File: src/rtl/linescanner_line_packer_pkg.sv
// Shared types and constants for the line packer and its output word FIFO.
package linescanner_line_packer_pkg;

    localparam int BYTE_W         = 8;
    localparam int WORD_W         = 32;
    localparam int BYTES_PER_WORD = WORD_W / BYTE_W;

    localparam logic [BYTES_PER_WORD-1:0] KEEP_1B   = 4'h1;
    localparam logic [BYTES_PER_WORD-1:0] KEEP_2B   = 4'h3;
    localparam logic [BYTES_PER_WORD-1:0] KEEP_3B   = 4'h7;
    localparam logic [BYTES_PER_WORD-1:0] KEEP_FULL = 4'hF;

    typedef enum logic [1:0] {
        IDLE    = 2'd0,
        ACTIVE  = 2'd1,
        DISCARD = 2'd2
    } line_state_t;

    // keep is always a low-aligned run of ones, so bit 0 is implied by a valid entry
    typedef struct packed {
        logic                        last;
        logic [BYTES_PER_WORD-1:1]   keep_hi;
        logic [WORD_W-1:0]           data;
    } fifo_entry_t;

    localparam int ENTRY_W = $bits(fifo_entry_t);

    function automatic logic [BYTES_PER_WORD-1:0] keep_for_bytes(input logic [1:0] n);
        logic [BYTES_PER_WORD-1:0] keep;
        case (n)
            2'd1:    keep = KEEP_1B;
            2'd2:    keep = KEEP_2B;
            2'd3:    keep = KEEP_3B;
            default: keep = KEEP_FULL;
        endcase
        return keep;
    endfunction

    function automatic logic [WORD_W-1:0] keep_to_mask(input logic [BYTES_PER_WORD-1:0] keep);
        logic [WORD_W-1:0] mask;
        mask = '0;
        for (int b = 0; b < BYTES_PER_WORD; b++) begin
            mask[b*BYTE_W +: BYTE_W] = {BYTE_W{keep[b]}};
        end
        return mask;
    endfunction

endpackage

File: src/rtl/linescanner_word_fifo.sv
// First-word-fall-through FIFO of packed output words; the head entry reads as zero when empty.
module linescanner_word_fifo
    import linescanner_line_packer_pkg::*;
#(
    parameter int DEPTH = 8,
    parameter int WIDTH = ENTRY_W
) (
    input  logic                     pixel_clock,
    input  logic                     reset,
    input  logic                     push,
    input  logic [WIDTH-1:0]         push_entry,
    input  logic                     pop,
    output logic [WIDTH-1:0]         pop_entry,
    output logic                     full,
    output logic                     empty,
    output logic [$clog2(DEPTH):0]   count
);

    localparam int AW = $clog2(DEPTH);

    logic [WIDTH-1:0] mem [DEPTH];
    logic [AW-1:0]    wr_ptr;
    logic [AW-1:0]    rd_ptr;

    // pointers wrap naturally because DEPTH is a power of two
    always_ff @(posedge pixel_clock or posedge reset) begin
        if (reset) begin
            wr_ptr <= '0;
            rd_ptr <= '0;
            count  <= '0;
        end else begin
            if (push) begin
                wr_ptr <= wr_ptr + 1'b1;
            end
            if (pop) begin
                rd_ptr <= rd_ptr + 1'b1;
            end
            case ({push, pop})
                2'b10:   count <= count + 1'b1;
                2'b01:   count <= count - 1'b1;
                default: ;
            endcase
        end
    end

    always_ff @(posedge pixel_clock) begin
        if (push) begin
            mem[wr_ptr] <= push_entry;
        end
    end

    assign empty     = (count == '0);
    assign full      = (count == (AW+1)'(DEPTH));
    assign pop_entry = empty ? '0 : mem[rd_ptr];

endmodule

File: src/rtl/linescanner_line_packer.sv
// Packs captured pixel bytes into 32-bit words, one line per pixel_captured run,
// and queues them with byte-keep and end-of-line markers for a valid/ready consumer.
module linescanner_line_packer
    import linescanner_line_packer_pkg::*;
#(
    parameter int FIFO_DEPTH = 8,
    parameter int LINE_CNT_W = 16
) (
    input  logic                    pixel_clock,
    input  logic                    reset,
    input  logic                    enable,
    input  logic [BYTE_W-1:0]       pixel_data,
    input  logic                    pixel_captured,
    output logic [WORD_W-1:0]       m_data,
    output logic [BYTES_PER_WORD-1:0] m_keep,
    output logic                    m_last,
    output logic                    m_valid,
    input  logic                    m_ready,
    output logic [LINE_CNT_W-1:0]   line_count,
    output logic                    overflow,
    input  logic                    clear_overflow
);

    localparam int CNT_W = $clog2(FIFO_DEPTH) + 1;

    line_state_t state, state_next;

    logic [1:0]                byte_idx, byte_idx_next;
    logic [WORD_W-1:0]         asm_reg, asm_next;
    logic                      pend_valid, pend_valid_next;
    logic [WORD_W-1:0]         pend_data, pend_data_next;
    logic                      flush_valid, flush_valid_next;
    logic [WORD_W-1:0]         flush_data, flush_data_next;
    logic [BYTES_PER_WORD-1:1] flush_keep_hi, flush_keep_hi_next;
    logic                      line_armed;

    logic                      push_req;
    logic                      push_ok;
    logic [WORD_W-1:0]         push_data;
    logic [BYTES_PER_WORD-1:1] push_keep_hi;
    logic                      push_last;
    logic [BYTES_PER_WORD-1:0] partial_keep;

    logic                      fifo_push;
    logic                      fifo_pop;
    logic                      fifo_full;
    logic                      fifo_empty;
    logic [CNT_W-1:0]          fifo_count;
    fifo_entry_t               push_entry;
    fifo_entry_t               head_entry;

    assign m_valid  = !fifo_empty;
    assign fifo_pop = m_valid && m_ready;
    assign push_ok  = !fifo_full || fifo_pop;
    assign fifo_push = push_req && push_ok;

    assign push_entry = '{last: push_last, keep_hi: push_keep_hi, data: push_data};

    linescanner_word_fifo #(
        .DEPTH (FIFO_DEPTH),
        .WIDTH (ENTRY_W)
    ) u_word_fifo (
        .pixel_clock (pixel_clock),
        .reset       (reset),
        .push        (fifo_push),
        .push_entry  (push_entry),
        .pop         (fifo_pop),
        .pop_entry   (head_entry),
        .full        (fifo_full),
        .empty       (fifo_empty),
        .count       (fifo_count)
    );

    assign m_data = head_entry.data;
    assign m_keep = {head_entry.keep_hi, m_valid};
    assign m_last = head_entry.last;

    always_ff @(posedge pixel_clock or posedge reset) begin
        if (reset) begin
            state         <= IDLE;
            byte_idx      <= '0;
            asm_reg       <= '0;
            pend_valid    <= 1'b0;
            pend_data     <= '0;
            flush_valid   <= 1'b0;
            flush_data    <= '0;
            flush_keep_hi <= '0;
        end else begin
            state         <= state_next;
            byte_idx      <= byte_idx_next;
            asm_reg       <= asm_next;
            pend_valid    <= pend_valid_next;
            pend_data     <= pend_data_next;
            flush_valid   <= flush_valid_next;
            flush_data    <= flush_data_next;
            flush_keep_hi <= flush_keep_hi_next;
        end
    end

    // A line already running when reset releases must be skipped, so a gap is required first.
    always_ff @(posedge pixel_clock or posedge reset) begin
        if (reset) begin
            line_armed <= 1'b0;
        end else if (!pixel_captured) begin
            line_armed <= 1'b1;
        end
    end

    always_ff @(posedge pixel_clock or posedge reset) begin
        if (reset) begin
            overflow   <= 1'b0;
            line_count <= '0;
        end else begin
            if (push_req && !push_ok) begin
                overflow <= 1'b1;
            end else if (clear_overflow) begin
                overflow <= 1'b0;
            end
            if (fifo_push && push_last) begin
                line_count <= line_count + 1'b1;
            end
        end
    end

    // A partial tail word is latched at line end and pushed on the following cycle,
    // which never collides with a push from the next line's first word.
    always_comb begin
        state_next         = state;
        byte_idx_next      = byte_idx;
        asm_next           = asm_reg;
        pend_valid_next    = pend_valid;
        pend_data_next     = pend_data;
        flush_valid_next   = 1'b0;
        flush_data_next    = flush_data;
        flush_keep_hi_next = flush_keep_hi;
        push_req           = 1'b0;
        push_data          = '0;
        push_keep_hi       = '0;
        push_last          = 1'b0;
        partial_keep       = keep_for_bytes(byte_idx);

        if (flush_valid) begin
            push_req     = 1'b1;
            push_data    = flush_data;
            push_keep_hi = flush_keep_hi;
            push_last    = 1'b1;
        end

        case (state)
            IDLE: begin
                if (pixel_captured) begin
                    if (enable && line_armed) begin
                        state_next    = ACTIVE;
                        asm_next      = {{(WORD_W-BYTE_W){1'b0}}, pixel_data};
                        byte_idx_next = 2'd1;
                    end else begin
                        state_next = DISCARD;
                    end
                end
            end

            ACTIVE: begin
                if (pixel_captured) begin
                    asm_next[{byte_idx, 3'b000} +: BYTE_W] = pixel_data;
                    byte_idx_next = byte_idx + 2'd1;
                    if (byte_idx == 2'd3) begin
                        pend_data_next  = asm_next;
                        pend_valid_next = 1'b1;
                        if (pend_valid) begin
                            push_req     = 1'b1;
                            push_data    = pend_data;
                            push_keep_hi = KEEP_FULL[BYTES_PER_WORD-1:1];
                            if (!push_ok) begin
                                state_next      = DISCARD;
                                pend_valid_next = 1'b0;
                                byte_idx_next   = '0;
                            end
                        end
                    end
                end else begin
                    state_next      = IDLE;
                    byte_idx_next   = '0;
                    pend_valid_next = 1'b0;
                    asm_next        = '0;
                    if (pend_valid) begin
                        push_req     = 1'b1;
                        push_data    = pend_data;
                        push_keep_hi = KEEP_FULL[BYTES_PER_WORD-1:1];
                        push_last    = (byte_idx == 2'd0);
                    end
                    if (byte_idx != 2'd0) begin
                        flush_valid_next   = !pend_valid || push_ok;
                        flush_data_next    = asm_reg & keep_to_mask(partial_keep);
                        flush_keep_hi_next = partial_keep[BYTES_PER_WORD-1:1];
                    end
                end
            end

            DISCARD: begin
                if (!pixel_captured) begin
                    state_next = IDLE;
                end
            end

            default: begin
                state_next = IDLE;
            end
        endcase
    end

    fifo_count_bound: assert property (
        @(posedge pixel_clock) disable iff (reset)
        fifo_full == (fifo_count == CNT_W'(FIFO_DEPTH))
    );

endmodule

File: config.mk
export PLATFORM = sky130hd
export DESIGN_NAME = linescanner_line_packer
export DESIGN_NICKNAME = d
export VERILOG_FILES = /design/src/rtl/linescanner_line_packer_pkg.sv /design/src/rtl/linescanner_word_fifo.sv /design/src/rtl/linescanner_line_packer.sv
export SDC_FILE = /design/constraint.sdc
export NUM_CORES = 1
export LEC_CHECK = 0
export CAP_MARGIN = 20
export CELL_PAD_IN_SITES_DETAIL_PLACEMENT = 0
export CELL_PAD_IN_SITES_GLOBAL_PLACEMENT = 1
export CORE_MARGIN = 2
export CORE_UTILIZATION = 45
export DETAILED_ROUTE_END_ITERATION = 7
export PLACE_DENSITY_LB_ADDON = 0.08
export SLEW_MARGIN = 20
export SYNTH_ARGS = -nofsm -noshare
export SYNTH_HDL_FRONTEND = slang
export SYNTH_SLANG_ARGS = --single-unit
File: constraint.sdc
create_clock -name pixel_clock -period 9 [get_ports pixel_clock]
set_clock_uncertainty 0.15 [all_clocks]
set_input_delay 1.35 -clock pixel_clock [delete_from_list [all_inputs] [get_ports pixel_clock]]
set_output_delay 1.35 -clock pixel_clock [all_outputs]
set_load 0.1 [all_outputs]
==> results by group, run 1 <==
Detailed routing
  – Final ANT Viol Nets: 0
  – DR iter-0 viols: 536
  – TritonRoute pass-1 iters: 5
  – DRC: 0
  – Vias per cell: 5.45
  – WL final: 36500 um
  – Routed len/inst: 21.9 um
  – Vias: 9094

Setup path
  – CP Class: register to primary output
  – Worst endpoint data arrival time: 4.06 ns
  – Worst path buffer plus inverter count: 2
  – Startpoint types: register
  – WP data required: 7.50 ns
  – Crit path max-delay family: buffers and inverters
  – CP max FO: 42
  – Slowest-stage cell, CP: clkdlybuf4s50_1
  – Crit path cell chain: buf_4 -> mux4_2 -> mux2i_1 -> nor2_1 -> clkdlybuf4s50_1
  – CP Capture Type: primary output
  – Max incr delay on CP: 0.99 ns

Global routing
  – Largest net degree at the start of global routing: 74
  – Initial antenna violation count: 0
  – Tot GR Track Use: 19.7%
  – Number of global-route vias before repair: 9408
  – First-pass GRT wire length: 57200 um
  – Overflow after GRT: 0

Clock tree
  – Clk pin slew, worst setup/hold paths: 0.06 ns
  – Total CTS buffers: 45
  – H-tree levels: 2
  – CTS resizes: 0
  – Hold buffer count at cts: 0
  – # clock sinks: 413
  – CTS tree: built
  – Max clock buf depth: 3
  – Clk root buf: clkbuf_16
  – Clk_lat worst skew: 0.54 ns
  – Post-CTS Setup Inserts: 0

Floorplanning
  – Overall die height: 197 um
  – Width of the die: 197 um
  – Ports: 69
  – Core area: 36600 um^2
  – Die ar.: 38800 um^2
  – Initial Util: 45.8%
  – Row cnt: 70

Synth
  – Syn nets: 1119
  – Post-synthesis cell count: 1093
  – Synth cell types: 47
  – Netlist Area Pre-Place: 16800 um^2
  – Register area share after synthesis: 70.2%
  – Syn Area/Cell: 15.3 um^2
  – Synthesis Warnings: 0
  – Register bit count reported by yosys: 413

Placement
  – Post-detail-place hpwl: 20600 um
  – Placed instance count: 1583
  – Cell Area, Placed: 18000 um^2
  – IO Port Bufs: 68
  – GP Congestion: 0.722

Power
  – Pleak: 7.63 nW
  – Pwr dens: 319 nW/um^2
  – Design Power: 0.00623 W
  – VDD IR max: 0.239 mV

Timing
  – Min Hold Slack: 0.316 ns
  – Final-report hold violation count: 0
  – Max-slew violations: 0
  – Worst Max-Slew Pin Slew: 1.06 ns
  – Slew headroom: 28.3%
  – Final setup TNS: 0 ns
  – # setup viols final: 0
  – Final Critical Period: 5.56 ns
  – RSZ-0062 raised after global routing: no
  – Fmax: 0.180 GHz
  – Crit share post-route: 61.8%

Run status
  – Status: finished, final reports clean

Cells and area
  – Largest register FFs: 288
  – Final std cells w/o fill: 1668
  – Ant diodes: 0
  – Synth-to-layout area growth: 16.5%
  – Commonest non-fill, non-tap cells in the layout: edfxtp_1, nand2_1, dfrtp_1
  – Share of cells above drive strength 1: 16.0%
  – Final Instance Area: 19500 um^2
  – Most common cell after layout, fill and taps aside: edfxtp_1
  – Total Nets Final: 1189
  – Fillers: 3069
  – Top reg by flops: u_word_fifo.mem
  – Regs by FF count: u_word_fifo.mem: 288 flops, flush_data: 32 flops, pend_data: 32 flops

Job
  – Max cap viols: 0

Worst hold path
  – Type of the tightest min-delay check: register to register
==> layout make-up <==
type                       count  area [um^2]  area share (%)
sequential                   413        11800            60.3
multi-input combinational    607         4770            24.4
clock buffer                  60         1270            6.53
timing repair buffer          88          838            4.29
tap                          468          586            3.00
clock inverter                24          255            1.31
inverter                       8         32.5           0.167
==> Yosys cell counts (all sizes together) <==
cell    number  area, um^2
nor3b        1        7.51
edfxtp     288        8650
a31oi        2        12.5
or3          1        6.26
and4bb       1        12.5
and2        10        62.6
nor3        10        55.1
a21oi       32         160
nand3b      10        75.1
and3b        1        8.76
nand3       48         240
nand2      178         668
and2b        2        15.0
nor4b        2        23.8
a22o        28         245
mux2         3        33.8
nand2b       5        31.3
nor4         5        58.8
clkbuf      44         166
and4         2        17.5
ha          12         150
mux2i       37         374
nand4b       1        8.76
nand4        2        12.5
o32a         1        10.0
inv          7        26.3
and3         4        25.0
o21a         1        7.51
o21ai       35         175
dfrtp      125        3130
clkinv       1        3.75
o22ai        2        12.5
mux4        72        1620
xor2         7        61.3
xnor2       17         149
nor2        47         176
nor2b       28         175
buf         21         103
==> worst paths after layout <==
kind	startpoint	end	slack [ns]	cells past startpoint
max	u_word_fifo.rd_ptr[0]$_DFFE_PP0P_	m_data[9]	3.44	5
min	flush_data[21]$_DFFE_PP0P_	flush_data[21]$_DFFE_PP0P_	0.32	2
max reg2reg	byte_idx[0]$_DFFE_PP0P_	u_word_fifo.mem[3][14]$_DFFE_PP_	5.16	8
min reg2reg	flush_data[21]$_DFFE_PP0P_	flush_data[21]$_DFFE_PP0P_	0.32	2
max in group asynchronous	reset	flush_data[31]$_DFFE_PP0P_	6.10	3
min in group asynchronous	reset	line_count[15]$_DFFE_PP0P_	1.12	2
==> metrics by stage <==
stage	util, %	worst slack, ns
after CTS	53.3	3.28
after global placement	49.1	3.84
after global routing	53.4	3.12
after detailed placement	49.1	3.85
after floorplan	-	2.80
final	53.4	3.44
==> kinds of logic (layout without fill, tap and decap cells) <==
group / Yosys count / count (layout) / synth area share, %
DFF: 413 / 413 / 70.2
and+or+nand+nor: 358 / 358 / 10.0
muxes: 112 / 112 / 12.1
AOI/OAI and AO/OA: 101 / 101 / 3.72
buffers and inverters: 73 / 180 / 1.78
xor gates and xnor gates: 24 / 24 / 1.25
adders and majority gates: 12 / 12 / 0.895
==> report_power, final <==
group / total, W / switching (W) / internal [W]
clock: 0.00187 / 0.000730 / 0.00114
combinational: 0.00206 / 0.00143 / 0.000633
sequential: 0.00230 / 0.000148 / 0.00215
==> worst register-to-register path, delay by kind of cell (launching register included) <==
kind / cells / cell delay [ns]
DFF: 1 / 0.52
AOI/OAI and AO/OA: 1 / 0.25
and+or+nand+nor: 3 / 0.90
adders and majority gates: 1 / 0.31
buffers and inverters: 3 / 1.31
==> metal layers <==
metal / GRT usage [%] / vias up / routed length [um]
met1: 29.1 / 4674 / 17300
li1: - / 4210 / -
met3: 2.85 / 53 / 1380
met2: 31.1 / 157 / 17100
met4: 4.68 / 0 / 688
met5: 0 / - / 0
No activity file was read; power rests on OpenSTA's default activity.
==> run 2, diff against run 1 <==
==> constraint.sdc (replaced) <==
create_clock -name pixel_clock -period 5.2 [get_ports pixel_clock]
set_clock_uncertainty 0.15 [all_clocks]
set_input_delay 0.78 -clock pixel_clock [delete_from_list [all_inputs] [get_ports pixel_clock]]
set_output_delay 0.78 -clock pixel_clock [all_outputs]
set_load 0.1 [all_outputs]
==> results by group, run 2 (same netlist as run 1, synthesis figures left out) <==
Setup path
  – CP Capture Type: primary output
  – R2R Path End: u_word_fifo.count[2]$_DFFE_PP0P_
  – Worst r2r src: byte_idx[0]$_DFFE_PP0P_
  – R2R depth: 12
  – Worst endpoint data arrival time: 3.68 ns
  – Crit path cell chain: buf_4 -> mux4_2 -> mux2i_1 -> nor2_1 -> clkdlybuf4s50_1
  – CP max FO: 40
  – CP Class: register to primary output
  – Startpoint types: register
  – WP data required: 4.27 ns
  – Reg2Reg Setup Slack: 2.03 ns
  – Crit path max-delay family: buffers and inverters
  – Max incr delay on CP: 0.99 ns
  – Slowest-stage cell, CP: clkdlybuf4s50_1
  – Worst path buffer plus inverter count: 2

Global routing
  – Tot GR Track Use: 19.5%
  – Initial antenna violation count: 0
  – Largest net degree at the start of global routing: 68
  – Overflow after GRT: 0
  – Number of global-route vias before repair: 9457
  – M3 GR Usage: 2.89%
  – Gr busiest metal: met2
  – Met1 Use GR: 29.2%
  – First-pass GRT wire length: 57000 um
  – Met2 Usage GRT: 30.3%

Cells and area
  – Regs by FF count: u_word_fifo.mem: 288 flops, flush_data: 32 flops, pend_data: 32 flops
  – Share of cells above drive strength 1: 15.5%
  – Synth-to-layout area growth: 16.1%
  – Ant diodes: 0
  – Final Instance Area: 19500 um^2
  – Top reg by flops: u_word_fifo.mem
  – Total Nets Final: 1190
  – Commonest non-fill, non-tap cells in the layout: edfxtp_1, nand2_1, dfrtp_1
  – Largest register FFs: 288
  – Most common cell after layout, fill and taps aside: edfxtp_1

Clock tree
  – # clock sinks: 413
  – Clk_lat worst skew: 0.54 ns
  – Clk pin slew, worst setup/hold paths: 0.06 ns
  – Hold buffer count at cts: 0
  – Post-CTS Setup Inserts: 0
  – Max clock buf depth: 3
  – Clk root buf: clkbuf_16
  – H-tree levels: 2
  – Total CTS buffers: 43
  – CTS tree: built
  – CTS resizes: 0

Detailed routing
  – Routed len/inst: 21.9 um
  – Vias per cell: 5.48
  – Final ANT Viol Nets: 0
  – TritonRoute pass-1 iters: 5
  – Vias: 9127
  – DR iter-0 viols: 640
  – WL final: 36500 um
  – DRC: 0

Power
  – Switching pwr: 0.00402 W
  – Pleak: 7.59 nW
  – VDD IR max: 0.360 mV
  – Pwr dens: 548 nW/um^2
  – Sequential share of power: 37.8%
  – Internal power: 0.00665 W
  – Comb power frac: 33.5%
  – Clock power share: 28.7%
  – Switching Share: 37.7%

Run status
  – Status: finished, final reports clean

Timing
  – Final setup TNS: 0 ns
  – Max-slew violations: 0
  – Slew headroom: 24.6%
  – Final Critical Period: 4.61 ns
  – Crit share post-route: 88.7%
  – # setup viols final: 0
  – Worst Max-Slew Pin Slew: 1.12 ns
  – Fmax: 0.217 GHz
  – Final-report hold violation count: 0
  – RSZ-0062 raised after global routing: no

Floorplanning
  – Die ar.: 38800 um^2
  – Width of the die: 197 um
  – Overall die height: 197 um
  – Initial Util: 45.8%
  – Ports: 69
  – Core area: 36600 um^2
  – Row cnt: 70

Placement
  – Cell Area, Placed: 18100 um^2
  – GP Congestion: 0.719
  – IO Port Bufs: 68
  – Post-detail-place hpwl: 21300 um

Worst hold path
  – Cells on Worst Hold Path: 2
  – Hold Path Sink: flush_data[13]$_DFFE_PP0P_
  – Type of the tightest min-delay check: register to register
  – HP Start: flush_data[13]$_DFFE_PP0P_

Job
  – Max cap viols: 0
[run 2: cell count changes in the layout (fill, tap and decap cells not counted), moves of 2 or more]
| cell | previous run | this run |
|---|---|---|
| clkbuf_8 | 5 | 0 |
| buf_4 | 19 | 21 |
| clkbuf_16 | 47 | 44 |
| clkinv_2 | 13 | 9 |
| clkinv_1 | 3 | 10 |
| buf_12 | 0 | 3 |
[run 2: tightest hold or removal path, delay by kind of cell (launching register included)]
| kind | cells | cell delay (ns) |
|---|---|---|
| and+or+nand+nor | 2 | 0.10 |
| DFF | 1 | 0.34 |
[run 2: power by group through the flow]
stage | combinational [W] | sequential (W) | clock, W
detailed placement | 0.00361 | 0.00410 | 0
global placement | 0.00360 | 0.00410 | 0
global route | 0.00377 | 0.00407 | 0.00328
CTS | 0.00362 | 0.00404 | 0.00314
finish | 0.00357 | 0.00403 | 0.00307
floorplan | 0.00284 | 0.00399 | 0
[run 2: metrics by stage]
step | setup WS (ns) | std cells | hold slack [ns] | util, % | power (W)
6_report | 0.590 | 1667 | 0.319 | 53.2 | 0.0107
5_1_grt | 0.375 | 1667 | 0.341 | 53.2 | 0.0111
4_1_cts | 0.478 | 1667 | 0.320 | 53.2 | 0.0108
3_5_place_dp | 1.08 | 1587 | 0.306 | 49.3 | 0.00772
3_3_place_gp | 1.06 | 1587 | 0.302 | 49.3 | 0.00770
2_1_floorplan | 0.522 | 1093 | 0.288 | - | 0.00683
[run 2: final cells by class]
class,instances,area [um^2]
Inverter,8,32.5
Fill cell,3045,17100
Multi-Input combinational cell,607,4770
Sequential cell,413,11800
Clock buffer,51,1130
Timing Repair Buffer,91,888
Clock inverter,29,285
Tap cell,468,586
[run 2: worst max path at each step]
stage                                       to  depth (start not counted)                              start  slack (ns)
2_1_floorplan  u_word_fifo.mem[2][0]$_DFFE_PP_                          6                     pixel_captured        0.52
3_3_place_gp                        m_data[15]                          5  u_word_fifo.rd_ptr[0]$_DFFE_PP0P_        1.06
3_5_place_dp                        m_data[15]                          5  u_word_fifo.rd_ptr[0]$_DFFE_PP0P_        1.08
4_1_cts                             m_data[15]                          5  u_word_fifo.rd_ptr[0]$_DFFE_PP0P_        0.48
5_1_grt                             m_data[16]                          5  u_word_fifo.rd_ptr[0]$_DFFE_PP0P_        0.37
6_report                            m_data[15]                          5  u_word_fifo.rd_ptr[0]$_DFFE_PP0P_        0.59
[run 2: metal layers]
| metal | vias up | wire length, um | part of all wire [%] |
|---|---|---|---|
| li1 | 4213 | - | - |
| met1 | 4708 | 17600 | 48 |
| met2 | 155 | 16800 | 46 |
| met3 | 51 | 1330 | 3.6 |
| met4 | 0 | 712 | 2.0 |
| met5 | - | 0 | 0 |
